File: config.mk
export PLATFORM = sky130hd
export DESIGN_NAME = count_ctrl_flat
export DESIGN_NICKNAME = d
export VERILOG_FILES = /design/src/rtl/count_ctrl_pkg.sv /design/src/rtl/count_ctrl_if.sv /design/src/rtl/count_prescaler.sv /design/src/rtl/count_ctrl.sv /design/src/flat_wrapper.sv
export SDC_FILE = /design/constraint.sdc
export NUM_CORES = 1
export LEC_CHECK = 0
export BUFFER_PORTS_ARGS = -buffer_cell sky130_fd_sc_hd__buf_2
export CAP_MARGIN = 5
export CORE_ASPECT_RATIO = 1.4
export CORE_MARGIN = 2
export CORE_UTILIZATION = 58
export CTS_BUF_LIST = sky130_fd_sc_hd__clkbuf_8
export DETAILED_ROUTE_END_ITERATION = 8
export PLACE_DENSITY = 0.82
export SLEW_MARGIN = 25
export SYNTH_ARGS = -nofsm -noshare
export SYNTH_HDL_FRONTEND = slang
export SYNTH_SLANG_ARGS = --single-unit
File: constraint.sdc
create_clock -name clock -period 2.8 [get_ports clock]
set_clock_uncertainty 0.2 [all_clocks]
set_input_delay 0.56 -clock clock [delete_from_list [all_inputs] [get_ports clock]]
set_output_delay 0.56 -clock clock [all_outputs]
set_load 0.1 [all_outputs]
File: src/rtl/count_ctrl_pkg.sv
// Shared types and defaults for the count controller slice.
package count_ctrl_pkg;

  localparam int unsigned WIDTH_DEF = 4;
  localparam int unsigned PW_DEF    = 4;

  typedef enum logic [1:0] {
    IDLE = 2'd0,
    RUN  = 2'd1,
    HOLD = 2'd2,
    DONE = 2'd3
  } state_t;

  // Increment an 8-bit counter, sticking at its maximum.
  function automatic logic [7:0] sat_inc8(input logic [7:0] v);
    return (v == 8'hFF) ? v : v + 8'd1;
  endfunction

endpackage

File: src/rtl/count_ctrl_if.sv
// Command/status bundle between a controller host and count_ctrl.
interface count_ctrl_if
  import count_ctrl_pkg::*;
#(
  parameter int unsigned WIDTH = WIDTH_DEF,
  parameter int unsigned PW    = PW_DEF
);

  logic             start;
  logic             stop;
  logic             pause;
  logic             mode;
  logic [WIDTH-1:0] limit;
  logic [PW-1:0]    prescale;
  logic [WIDTH-1:0] count;
  logic             busy;
  logic             done;
  logic [7:0]       reloads;

  modport master (
    output start, stop, pause, mode, limit, prescale,
    input  count, busy, done, reloads
  );

  modport slave (
    input  start, stop, pause, mode, limit, prescale,
    output count, busy, done, reloads
  );

endinterface

File: src/rtl/count_prescaler.sv
// Tick divider: one tick every divide+1 enabled, unfrozen cycles.
module count_prescaler
  import count_ctrl_pkg::*;
#(
  parameter int unsigned PW = PW_DEF
) (
  input  logic          clock,
  input  logic          reset,
  input  logic          enable,
  input  logic          clear,
  input  logic          freeze,
  input  logic [PW-1:0] divide,
  output logic          tick
);

  logic [PW-1:0] cnt;

  // Tick fires on the cycle the divider reaches its terminal value.
  always_comb begin
    tick = enable && !freeze && !clear && (cnt == divide);
  end

  // Divider register: clear wins, freeze holds, otherwise count and wrap on tick.
  always_ff @(posedge clock or negedge reset) begin
    if (!reset) begin
      cnt <= '0;
    end else if (clear) begin
      cnt <= '0;
    end else if (enable && !freeze) begin
      cnt <= tick ? '0 : cnt + PW'(1);
    end
  end

endmodule

File: src/rtl/count_ctrl.sv
// Run controller: start/stop/pause FSM around a prescaled limit counter.
module count_ctrl
  import count_ctrl_pkg::*;
#(
  parameter int unsigned WIDTH = WIDTH_DEF,
  parameter int unsigned PW    = PW_DEF
) (
  input  logic          clock,
  input  logic          reset,
  count_ctrl_if.slave   bus
);

  state_t           state;
  logic [WIDTH-1:0] lim_q;
  logic             mode_q;
  logic [PW-1:0]    psc_q;

  logic             accept;
  logic             psc_en;
  logic             psc_clear;
  logic             tick;
  logic [WIDTH-1:0] count_inc;

  // Command decode; stop outranks start, and a zero limit never starts a run.
  always_comb begin
    accept    = ((state == IDLE) || (state == DONE)) && !bus.stop &&
                bus.start && (bus.limit != '0);
    psc_en    = (state == RUN) && !bus.stop;
    psc_clear = bus.stop || accept;
    count_inc = bus.count + WIDTH'(1);
  end

  count_prescaler #(
    .PW (PW)
  ) u_prescaler (
    .clock  (clock),
    .reset  (reset),
    .enable (psc_en),
    .clear  (psc_clear),
    .freeze (bus.pause),
    .divide (psc_q),
    .tick   (tick)
  );

  // FSM with registered count, busy, done and reload outputs.
  always_ff @(posedge clock or negedge reset) begin
    if (!reset) begin
      state       <= IDLE;
      lim_q       <= '0;
      mode_q      <= 1'b0;
      psc_q       <= '0;
      bus.count   <= '0;
      bus.busy    <= 1'b0;
      bus.done    <= 1'b0;
      bus.reloads <= '0;
    end else begin
      bus.done <= 1'b0;
      case (state)
        IDLE, DONE: begin
          if (bus.stop) begin
            state     <= IDLE;
            bus.count <= '0;
          end else if (accept) begin
            state       <= RUN;
            lim_q       <= bus.limit;
            mode_q      <= bus.mode;
            psc_q       <= bus.prescale;
            bus.count   <= '0;
            bus.reloads <= '0;
            bus.busy    <= 1'b1;
          end
        end
        RUN: begin
          if (bus.stop) begin
            state     <= IDLE;
            bus.count <= '0;
            bus.busy  <= 1'b0;
          end else if (bus.pause) begin
            state <= HOLD;
          end else if (tick) begin
            // Only auto-reload can sit at the limit while running.
            if (bus.count == lim_q) begin
              bus.count   <= '0;
              bus.reloads <= sat_inc8(bus.reloads);
            end else begin
              bus.count <= count_inc;
              if (count_inc == lim_q) begin
                bus.done <= 1'b1;
                if (!mode_q) begin
                  state    <= DONE;
                  bus.busy <= 1'b0;
                end
              end
            end
          end
        end
        HOLD: begin
          if (bus.stop) begin
            state     <= IDLE;
            bus.count <= '0;
            bus.busy  <= 1'b0;
          end else if (!bus.pause) begin
            state <= RUN;
          end
        end
        default: begin
          state    <= IDLE;
          bus.busy <= 1'b0;
        end
      endcase
    end
  end

endmodule

File: src/flat_wrapper.sv
// flat-port wrapper written by rule: the top's interface ports become plain ports
module count_ctrl_flat import count_ctrl_pkg::*;
#(
  parameter int unsigned WIDTH = WIDTH_DEF,
  parameter int unsigned PW    = PW_DEF
)
  (clock, reset, bus_start, bus_stop, bus_pause, bus_mode, bus_limit, bus_prescale, bus_count, bus_busy, bus_done, bus_reloads);
  count_ctrl_if #(.WIDTH(WIDTH), .PW(PW)) bus_i ();
  input  logic clock;
  input  logic reset;
  input wire logic [$bits(bus_i.start)-1:0] bus_start;
  input wire logic [$bits(bus_i.stop)-1:0] bus_stop;
  input wire logic [$bits(bus_i.pause)-1:0] bus_pause;
  input wire logic [$bits(bus_i.mode)-1:0] bus_mode;
  input wire logic [$bits(bus_i.limit)-1:0] bus_limit;
  input wire logic [$bits(bus_i.prescale)-1:0] bus_prescale;
  output wire logic [$bits(bus_i.count)-1:0] bus_count;
  output wire logic [$bits(bus_i.busy)-1:0] bus_busy;
  output wire logic [$bits(bus_i.done)-1:0] bus_done;
  output wire logic [$bits(bus_i.reloads)-1:0] bus_reloads;
  assign bus_i.start = bus_start;
  assign bus_i.stop = bus_stop;
  assign bus_i.pause = bus_pause;
  assign bus_i.mode = bus_mode;
  assign bus_i.limit = bus_limit;
  assign bus_i.prescale = bus_prescale;
  assign bus_count = bus_i.count;
  assign bus_busy = bus_i.busy;
  assign bus_done = bus_i.done;
  assign bus_reloads = bus_i.reloads;
  count_ctrl #(.WIDTH(WIDTH), .PW(PW)) u_core (.clock(clock), .reset(reset), .bus(bus_i));
endmodule
# == After elaboration in Yosys (flattened, before gate mapping) ==
# Cells that the tools add are included.
# op_classes
n_mux,46
add_sub_neg,3
n_reduce_logical,22
bitwise,1
n_eq_ne,26
# op_table
operator,n
two-way mux 8 bit,7
two-way mux 4 bit,10
two-way mux 2 bit,10
"inequality test 3 bit, second input constant",6
"inequality test 4 bit, second input constant",4
one-hot mux 8 bit (2 select lines),1
AND reduction 8 bit,2
two-way mux 1 bit,15
"inequality test 2 bit, second input constant",7
equality test 4 bit,3
one-hot mux 4 bit (3 select lines),1
"adder 4 x 1 -> 4 bit, second input constant",2
"adder 8 x 1 -> 8 bit, second input constant",1
"equality test 8 bit, second input constant",1
logical AND 1 bit,7
one-hot mux 2 bit (3 select lines),1
AND reduction 6 bit,1
"equality test 2 bit, second input constant",2
AND reduction 4 bit,1
nonzero test 2 bit,2
nonzero test 4 bit,1
zero test 1 bit,3
"inequality test 3 x 2 -> 1 bit, second input constant",1
one-hot mux 1 bit (3 select lines),1
other kinds (7),8
# word_totals
output_inout_bits,14
regBits,29
in_bits,14

# == Logic depth before layout (Yosys ltp) ==
# depth
depth_word,13
depth_mapped,9
mapped_depth_nobuf,7

# == By module ==
# From an unflattened synthesis, not the netlist that was laid out.
# unflattened
hier_cells,197
area_unflattened_um2,1756.7
# modules_own_cells
module,cells_per_inst,n_inst,area_per_inst_um2
count_ctrl,166,1,1490.2
count_prescaler,31,1,266.5

# == Worst setup path before layout ==
# OpenSTA, ideal clock, no wires.
# synth_timing
path_kind,register to register
from,register u_core.bus.count[0]
to,register u_core.state[1]
period_less_slack_ps,2647
setup_time_ps,87
stages_incl_launch_ff,6
path_buffers,0
required_time_ps,2513
slack_ps,153
arrival_time_ps,2360
path_cell_list,dfrtp_1 -> ha_1 -> xor2_1 -> a31oi_1 -> or4_4 -> a211oi_2
# synth_via
elab_chain_len,4
elab_cells_between_ends,6
classes_between,1 x add/sub; 4 x eq/ne; 1 x reduce/logical
# synth_rtl
item,line,source
"start, declared",count_ctrl_if.sv:27,"output count, busy, done, reloads"
"start signal, assigned",count_ctrl.sv:86,bus.count <= count_inc;
adder 4 x 1 -> 4 bit,count_ctrl.sv:30,count_inc = bus.count + WIDTH'(1);
equality test 4 bit,count_ctrl.sv:87,if (count_inc == lim_q) begin
inequality test 4 bit (no source line),--,
AND reduction 6 bit (no source line) (*),--,
"end signal, assigned",count_ctrl.sv:90,state <= DONE;
"end signal, assigned",count_ctrl.sv:99,state <= IDLE;
"end signal, assigned",count_ctrl.sv:103,state <= RUN;
"end, declared",count_ctrl.sv:13,state_t state;
# Every way passes the cells marked *; elsewhere a longest branch is shown, timed or not.
# A chain may end at the register's enable or synchronous reset.

# == Final worst setup path ==
# layout_timing
from,register u_core.state[0]
to,register u_core.bus.count[0]
# layout_via
elab_chain_len,11
elab_cells_between_ends,21
classes_between,7 x eq/ne; 1 x mux; 13 x reduce/logical
# layout_rtl
item,line,source
"start signal, assigned",count_ctrl.sv:48,state <= IDLE;
"start signal, assigned",count_ctrl.sv:61,state <= IDLE;
"start signal, assigned",count_ctrl.sv:64,state <= RUN;
equality test 2 bit / zero test 2 bit (equally long branches),"count_ctrl.sv:26, count_ctrl.sv:58",
logical OR 1 bit,count_ctrl.sv:26,accept = ((state == IDLE) || (state == DONE)) && !bus.stop &&
logical AND 1 bit (2 in series),count_ctrl.sv:26,
logical AND 1 bit,count_ctrl.sv:27,bus.start && (bus.limit != '0);
logical OR 1 bit,count_ctrl.sv:29,psc_clear = bus.stop || accept;
zero test 1 bit,count_prescaler.sv:20,tick = enable && !freeze && !clear && (cnt == divide);
logical AND 1 bit (2 in series),count_prescaler.sv:20,
inequality test 3 bit (no source line),--,
AND reduction 4 bit (no source line),--,
# Parallel ways exist; a longest one is shown, timed or not.

==> results.json <==
{
  "synth_area_leaders": "dfrtp_1, nand2_1, ha_1, xor2_1, nor2_1",
  "syn_nets": 201,
  "synth.most_common_cell": "nand2_1",
  "crit_arrival_ps": 2440,
  "power_uw": 1650,
  "syn_to_final_growth_pct": 16.6,
  "slew_headroom": 0.577,
  "io_pins": 28,
  "post-route-drc-count": 0,
  "dpl.hpwl_um": 2910,
  "status": "complete, no violations",
  "endpoint_kind": "register",
  "ant_nets": 0,
  "dp_slack_ps": 216,
  "crit_start": "u_core.state[0]",
  "p_leak_uw": 0.000940,
  "drv_cap": 0,
  "overflow": 0,
  "slew_viol_final": 0,
  "met3WireLength_um": 200,
  "num-fill-cells": 218,
  "yosysTopAreaCell": "dfrtp_1",
  "synthArstFlopShare": 1.00,
  "first_pass_iters": 4,
  "fin_ws_ps": 327,
  "path_class": "reg2reg",
  "critPathLaunchType": "register",
  "io_buffers": 27,
  "tns_ps": 0,
  "insertion_delay_ps": 280,
  "cts.clk_slew.worst_paths_ps": 60,
  "timing.critical_path.cells": "inv_1, ha_1, and3b_1, and2b_1, o31ai_4, a21o_2, mux2_2",
  "timing.final.crit_share": 0.883,
  "grt_usage": 0.258,
  "synthDistinctLibCells": 48,
  "ys_ff_latch": 29,
  "min_path_type": "in2async",
  "fp.dieH_um": 68.2,
  "hold_viol": 0,
  "avgRoutedWirePerCell_um": 15.4,
  "avgSynthCellArea_um2": 9.38,
  "post-cts-setup-buffers": 0,
  "worst_slew_pin_slew_ps": 634,
  "nNetsFinal": 234,
  "multi_input_area_um2": 905,
  "core.rowCount": 23,
  "antenna_cells": 0,
  "netlist_area_um2": 1710,
  "gp_congestion": 0.822,
  "regArea_um2": 726,
  "cts_tree": "done",
  "grt_pass1_wl_um": 6530,
  "m1WireLength_um": 1480,
  "via_count": 1490,
  "hold-worst-slack_ps": 89.3,
  "root_buffer": "clkbuf_8",
  "cts.sinks": 29,
  "yosys.area.top_type_share": 0.425,
  "cts_hold_buf": 0,
  "max_stage_delay_ps": 380,
  "utilization": 0.699,
  "viasPerCell": 5.89,
  "vdd_drop_max_mv": 0.515,
  "yosys_warnings": 0,
  "cp.required_ps": 2760,
  "fp.coreArea_um2": 2850,
  "grt_pass1_vias": 1459,
  "synth-edff-count": 0,
  "cts_buffer_depth": 2,
  "rsz0062_at_grt": "false",
  "yosysSeqAreaShare": 0.425,
  "syn-instance-count": 182,
  "cts_buffers": 5,
  "r2r_start": "u_core.state[0]",
  "dieArea_um2": 3400,
  "start_util": 0.599,
  "fmax_mhz": 404,
  "drive_gt1_frac": 0.231,
  "grt_max_degree": 30,
  "worst-path-max-fanout": 8,
  "htree_levels": 2,
  "ys.flop_type": "dfrtp_1",
  "dr.max_layer_used": "met4",
  "die_w_um": 49.9,
  "cts_resized": 0,
  "finalSetupViolCount": 0,
  "antenna_found_initial": 0,
  "wl_met2_um": 2130,
  "drt_iter0_markers": 57,
  "worst_path_max_delay_cell": "dfrtp_1",
  "drt-total-wl_um": 3890,
  "synthTopCellsByCount": "nand2_1, dfrtp_1, nor2_1",
  "min_period_ps": 2470,
  "p_per_area_nw_per_um2": 830
}
## final timing paths
path	cells after the start	endpoint	slack, ps
setup / recovery	7	u_core.bus.count[0]	330
hold / removal	1	u_core.bus.reloads[3]	90
setup reg to reg	7	u_core.bus.count[0]	330
hold reg to reg	2	u_core.psc_q[2]	310
max in group asynchronous	1	u_core.psc_q[2]	1890
min in group clock	3	u_core.mode_q	270
## state kept, by name, summed over array words and instances, names as in the netlist
name,count
u_core.bus.reloads,8
u_core.bus.count,4
u_core.lim_q,4
u_core.psc_q,4
u_core.u_prescaler.cnt,4
u_core.state,2
u_core.bus.busy,1
u_core.bus.done,1
u_core.mode_q,1
## critical path: cells and delay by family (launching register included)
family                   cells  cell delay (ps)
AO/OA/AOI/OAI                2              520
AND/OR/NAND/NOR              2              550
buffers and inverters        1               70
flip-flops                   1              380
adder cells (fa/ha/maj)      1              300
multiplexers                 1              320
## metrics by stage
stage / std cells / area, µm²
after floorplan: 182 / 1710
after global placement: 245 / 1880
after detailed placement: 245 / 1880
after CTS: 253 / 1990
after global routing: 253 / 1990
final: 253 / 1990
## cells by family (layout without fill, tap and decap cells)
logic type,count (synthesis),after routing,synth area share
and+or+nand+nor,85,85,0.257
AOI/OAI and AO/OA,34,34,0.145
DFF,29,29,0.425
buffers and inverters,13,47,0.0454
xor gates and xnor gates,12,12,0.0659
adders and majority gates,5,5,0.0366
muxes,4,4,0.0249
## metal layers
layer  track usage  vias to the layer above
met2         0.475                       43
met3        0.0699                        8
li1              -                      715
met5             0                        -
met4         0.132                        0
met1         0.269                      724
## layout make-up
type / instances / area share
multi-input combinational: 140 / 0.454
sequential: 29 / 0.364
timing repair buffer: 32 / 0.0867
clock buffer: 6 / 0.0415
tap: 37 / 0.0232
clock inverter: 2 / 0.0170
inverter: 7 / 0.0132
## cells in the final DEF, fill, tap and decap left out, types with 3 or more instances in the layout
cell	instances
a22o_1	4
dfrtp_1	29
nor3_1	4
o31ai_1	4
nand2_1	32
buf_4	5
a21oi_1	6
xnor2_1	5
buf_2	27
nor2_1	13
inv_1	8
nand4_1	4
xor2_1	6
or4_1	5
nand3_1	7
nor4_1	3
o21ai_0	5
a31oi_1	5
clkbuf_8	6
ha_1	5
nand2b_1	3
## power by group
part | switching [µW] | internal, µW
combinational | 402 | 228
sequential | 83.7 | 499
clock | 155 | 286
Note: power is estimated with default switching activity, not from simulation.
